### src/rtl/gray_updown_counter.sv
// Up/down counter with registered binary and Gray outputs.
// Wraps or saturates at the range ends; loads binary or Gray values.
module gray_updown_counter #(
    parameter int          WIDTH   = 6,
    parameter int          WRAP    = 1,
    parameter int unsigned RST_VAL = 0
) (
    input  logic             clk,
    input  logic             rst,
    input  logic             en,
    input  logic             up,
    input  logic             load,
    input  logic             load_gray,
    input  logic [WIDTH-1:0] load_value,
    output logic [WIDTH-1:0] out_gray,
    output logic [WIDTH-1:0] out_binary,
    output logic             wrap_pulse,
    output logic             at_max,
    output logic             at_min
);

    localparam logic [WIDTH-1:0] MAX   = '1;
    localparam logic [WIDTH-1:0] ZERO  = '0;
    localparam logic [WIDTH-1:0] ONE   = {{(WIDTH-1){1'b0}}, 1'b1};
    localparam logic [WIDTH-1:0] RST_B = RST_VAL[WIDTH-1:0];

    function automatic logic [WIDTH-1:0] to_gray(input logic [WIDTH-1:0] b);
        return b ^ (b >> 1);
    endfunction

    function automatic logic [WIDTH-1:0] from_gray(input logic [WIDTH-1:0] g);
        logic [WIDTH-1:0] b;
        b[WIDTH-1] = g[WIDTH-1];
        for (int i = WIDTH - 2; i >= 0; i--) begin
            b[i] = g[i] ^ b[i+1];
        end
        return b;
    endfunction

    logic [WIDTH-1:0] bin_d;
    logic             wrap_d;

    always_comb begin
        bin_d  = out_binary;
        wrap_d = 1'b0;
        if (load) begin
            bin_d = load_gray ? from_gray(load_value) : load_value;
        end else if (en) begin
            if (up) begin
                if (out_binary != MAX) begin
                    bin_d = out_binary + ONE;
                end else if (WRAP != 0) begin
                    bin_d  = ZERO;
                    wrap_d = 1'b1;
                end
            end else begin
                if (out_binary != ZERO) begin
                    bin_d = out_binary - ONE;
                end else if (WRAP != 0) begin
                    bin_d  = MAX;
                    wrap_d = 1'b1;
                end
            end
        end
    end

    // Gray output is registered from the next binary value, so both
    // outputs change on the same edge.
    always_ff @(posedge clk) begin
        if (rst) begin
            out_binary <= RST_B;
            out_gray   <= to_gray(RST_B);
            wrap_pulse <= 1'b0;
        end else begin
            out_binary <= bin_d;
            out_gray   <= to_gray(bin_d);
            wrap_pulse <= wrap_d;
        end
    end

    assign at_max = (out_binary == MAX);
    assign at_min = (out_binary == ZERO);

endmodule

### config.mk
export PLATFORM = sky130hd
export DESIGN_NAME = gray_updown_counter
export DESIGN_NICKNAME = d
export VERILOG_FILES = /design/src/rtl/gray_updown_counter.sv
export SDC_FILE = /design/constraint.sdc
export NUM_CORES = 1
export LEC_CHECK = 0
export ABC_AREA = 1
export CAP_MARGIN = 20
export CORE_MARGIN = 1
export CORE_UTILIZATION = 51
export CTS_CLUSTER_DIAMETER = 40
export DETAILED_ROUTE_END_ITERATION = 6
export HOLD_SLACK_MARGIN = 0.06
export PLACE_DENSITY = 0.84
export RECOVER_POWER = 25
export SLEW_MARGIN = 30
export SYNTH_ARGS = -nofsm -noshare
export SYNTH_HDL_FRONTEND = slang
export SYNTH_SLANG_ARGS = --single-unit
### constraint.sdc
create_clock -name clk -period 3.9 [get_ports clk]
set_clock_uncertainty 0.15 [all_clocks]
set_input_delay 0.78 -clock clk [delete_from_list [all_inputs] [get_ports clk]]
set_output_delay 0.78 -clock clk [all_outputs]
set_load 0.03 [all_outputs]
* Word level (Yosys, flattened, before mapping)
Index checks and enable logic that the tools add are counted.
Storage, ports and cells: flip-flop bits (word level) 13, input bits 12, output and inout bits 15
Operators by class: bitwise gates (word level) 7, reductions and logical operators 3, add/subtract/negate cells 2, eq/ne operators 2, muxes and demuxes 9
Operators by type and width (number):
- $mux W6 | 5
- $add A6 B1 Y6 const B | 1
- $eq A6 B6 Y1 const B | 1
- $logic_not A6 Y1 | 1
- $ne A6 B6 Y1 const B | 1
- $reduce_bool A6 Y1 | 1
- $sub A6 B1 Y6 const B | 1
- $xor A6 B5 Y6 | 1
- $mux W5 | 1
- $xor A1 B1 Y1 | 5
- $mux W1 | 3
- $reduce_or A3 Y1 | 1
- $not A1 Y1 | 1

* Depth between registers and ports, before layout
word-level depth 8, gate-level depth with buffers 14

* Worst setup path before layout
No wires, ideal clock.
path type register to output, start point reg out_binary[0], end point out at_max, path buffers 0, cell stages (with the launch flop) 6, arrival time 1300 ps, slack 1670 ps, cell sequence dfxtp_1 > ha_1 > nand2_1 > nor2_4 > nand3_1 > inv_1
On the way: word-level cells in the longest chain between the ends 1
Ends and longest elaborated chain:
- start: declaration | RTL line 16 | output logic [WIDTH-1:0] out_binary,
- start signal: assignment | RTL line 75 | out_binary <= bin_d;
- $eq A6 B6 Y1 | RTL line 81 | assign at_max = (out_binary == MAX);
- end: declaration | RTL line 18 | output logic at_max,
Every way passes these cells.

* Final worst setup path
Same ends and word-level chain as after synthesis.

==> impl_results.md <==
* Period utilization at 0.745
* Routed WL at 2.42 mm
* R2r endpoint: out_gray[3]
* Full die area at 0.00211 mm2
* Dpl ws at about 1.3 ns
* Max IR drop VDD at about 240 uV
* Synth Area in Adders at 0.0382
* XOR/XNOR Fraction of Synth Area at 0.0357
* Slowest CP cell: clkdlybuf4s50_1
* Layout cells sized above 1 at 0.120
* Initial antenna violation count at 0
* Iter 0 DRT Violations at slightly below 60
* Largest net degree at the start of global routing at 10
* Synth top area share at 0.245
* Die height at ~46 um
* Initial core utilization at 0.557
* CP peak stage delay at 0.66 ns
* Unrepaired setup endpoints after global routing: no
* Crit path cell chain: ha_1, nand2_1, nor2_4, nand3_1, inv_1, clkdlybuf4s50_1
* Via Count at around 1.1k
* Critical Path RT at approximately 3 ns
* Post-Synthesis Cells at approximately 160
* Crit path time final at a little under 3 ns
* Critical Path Source Type: flop
* Slew of the pin with the lowest slew margin at about 0.43 ns
* CP arrival at 1.98 ns
* First-pass GRT wire length at roughly 3.9 mm
* ANT nets after route at 0
* Seq/Total Area, Yosys at 0.245
* RR Startpoint: out_binary[0]
* Synth area leaders: dfxtp_1 24%, nand2_1 18%, nand3_1 8.7%
* CP delay by family, top: buffers and inverters
* Vias in the first global route at between 900 and 1k
* I/O Buffers at 26
* F_max at between 0.3 and 0.4 GHz
* Avg Cell Area, Syn at between 6 and 7 um2
* Post-synthesis simple-gate area fraction at 0.451
* Final hold violation count at 0
* Setup TNS at 0 ns
* Diodes inserted at 0
* Crit path max fanout at 6
* Area grow syn2layout at 29.4%
* Resize count post-CTS at 0
* HP Start: out_binary[0]
* R2r setup slk at 1.85 ns
* Hold Crit Class: flop to flop
* Crit path capture type: output port
* # Max-Cap Violations at 0
* Slew Viols, Final at 0
* Routed wire length per instance at ~12 um
* Synth Register Bits at 12
* Synth cell types at 26
* HPWL Detailed at approximately 1.9 mm
* I/O Pins at 27
* Final Cell Area at between 0.001 and 0.0015 mm2
* Hold path endpoint: out_binary[0]
* Leakage power at approximately 0.63 nW
* Syn. warnings at 0
* Via density at between 5 and 6
* Worst Path Buf+Inv at 2
* Clock Path Buffers at 2
* Final worst slack at 0.993 ns
* R2R cell count at 14
* Gpl congestion at approximately 0.84
* Post-Syn Area at ~980 um2
* CTS sink cnt at 12
* Drc violations at 0
* Largest family of logic cells by synthesized area: simple AND/OR/NAND/NOR gates
* Post-synthesis compound-gate area fraction at 0.101
* CTS tree: yes
* Postcts setup bufs at 0
* Hold-fix buffers, CTS at 0
* H-tree depth at 1
* Core area at roughly 0.0018 mm2
* Row count at 15
* WS Path Type: flop to output port
* GR Util All Layers at 0.259
* Final Net Count at 200
* Num CTS Buffers at 3
* Later-pin clock latency in the skew report at roughly 0.27 ns
* Final setup vio count at 0
* Power Density at between 300 and 400 mW/mm2
* DR pass1 iterations at 4
* CTS root buf: clkbuf_4
* Syn Nets at between 150 and 200
* Clock transition at the registers of the reported paths at 0.08 ns
* Status: complete, no violations
* Post-synthesis mux area share at 0
* Chip width at between 40 and 50 um
* Global route overflow at 0
* Leading area contributor after synthesis: dfxtp_1
* Dpl cell area at 0.00124 mm2
* Hold Path Depth at 2
* Rel. slew slack at 0.706
## report_power, final
part | total [W] | switching (W) | internal, W
Combinational | 0.000177 | 0.000107 | 0.0000704
Sequential | 0.000149 | 0.0000135 | 0.000136
Clock | 0.0000991 | 0.0000424 | 0.0000567
## worst max-delay path by stage
stage,start,endpoint,slack [ns],depth (start not counted)
global route,out_binary[0],at_max,0.84,6
CTS,out_binary[0],at_max,0.99,6
floorplan,out_binary[0],at_max,1.67,5
finish,out_binary[0],at_max,0.99,6
global placement,out_binary[0],at_max,1.35,6
detailed placement,out_binary[0],at_max,1.30,6
## stage by stage
| stage | total power, W | cells | hold WS, ns | utilization |
|---|---|---|---|---|
| floorplan | 0.000270 | 158 | 0.580 | - |
| global placement | 0.000326 | 205 | 0.492 | 0.701 |
| detailed placement | 0.000330 | 205 | 0.499 | 0.701 |
| CTS | 0.000429 | 209 | 0.514 | 0.721 |
| global route | 0.000453 | 209 | 0.562 | 0.721 |
| finish | 0.000426 | 209 | 0.516 | 0.721 |
## state kept, by name (all words and copies together) (netlist names)
| signal | cells |
|---|---|
| out_gray | 6 |
| out_binary | 5 |
| wrap_pulse | 1 |
## tightest hold or removal path, stage by stage, from the launching register on
cell and delay, ns:
dfxtp_1 0.37, o211ai_2 0.18, a21oi_1 0.07
## placed cells by master, fill, tap and decap left out, drive strengths merged
| cell | instances |
|---|---|
| a2111oi | 1 |
| a21oi | 6 |
| clkbuf | 4 |
| clkdlybuf4s50 | 22 |
| dfxtp | 12 |
| dlygate4sd3 | 4 |
| ha | 3 |
| inv | 24 |
| nand2 | 52 |
| nand3 | 19 |
| nand4 | 3 |
| nor2 | 21 |
| nor3b | 1 |
| o211ai | 4 |
| o21a | 1 |
| o21ai | 3 |
| xnor2 | 3 |
| xor2 | 1 |
## synth_stat cells
library cell and count:
xor2_1 1, o211ai_1 3, nand2_1 47, inv_1 20, a2111oi_1 1, o211ai_2 1, inv_2 4, nand4_1 3
dfxtp_1 12, buf_4 1, nor2_2 4, o21ai_0 2, ha_1 3, xnor2_1 3, nor2_4 2, nand2_2 5
nor3b_1 1, nor2_1 15, buf_6 1, nand3_1 17, clkbuf_2 1, nand3_2 2, clkbuf_8 1, o21a_2 1
a21oi_1 6, o21ai_1 1
## cells by family after synthesis
logic type	Yosys count
AO/OA/AOI/OAI	15
flip-flops	12
XOR/XNOR	4
adder cells (fa/ha/maj)	3
buffers and inverters	28
AND/OR/NAND/NOR	96
## layer usage
layer,part of all wire,up-vias,GRT usage
met5,0,-,0
li1,-,552,-
met2,0.49,40,0.442
met1,0.47,494,0.337
met4,0,0,0.0235
met3,0.046,0,0.0675
## cell type report
cell class | instances | area [um2]
Inverter | 24 | 90.1
Fill cell | 162 | 493
Sequential cell | 12 | 240
Timing Repair Buffer | 26 | 260
Multi-Input combinational cell | 118 | 613
Tap cell | 25 | 31.3
Clock buffer | 4 | 36.3
Note: power is estimated with default switching activity, not from simulation.
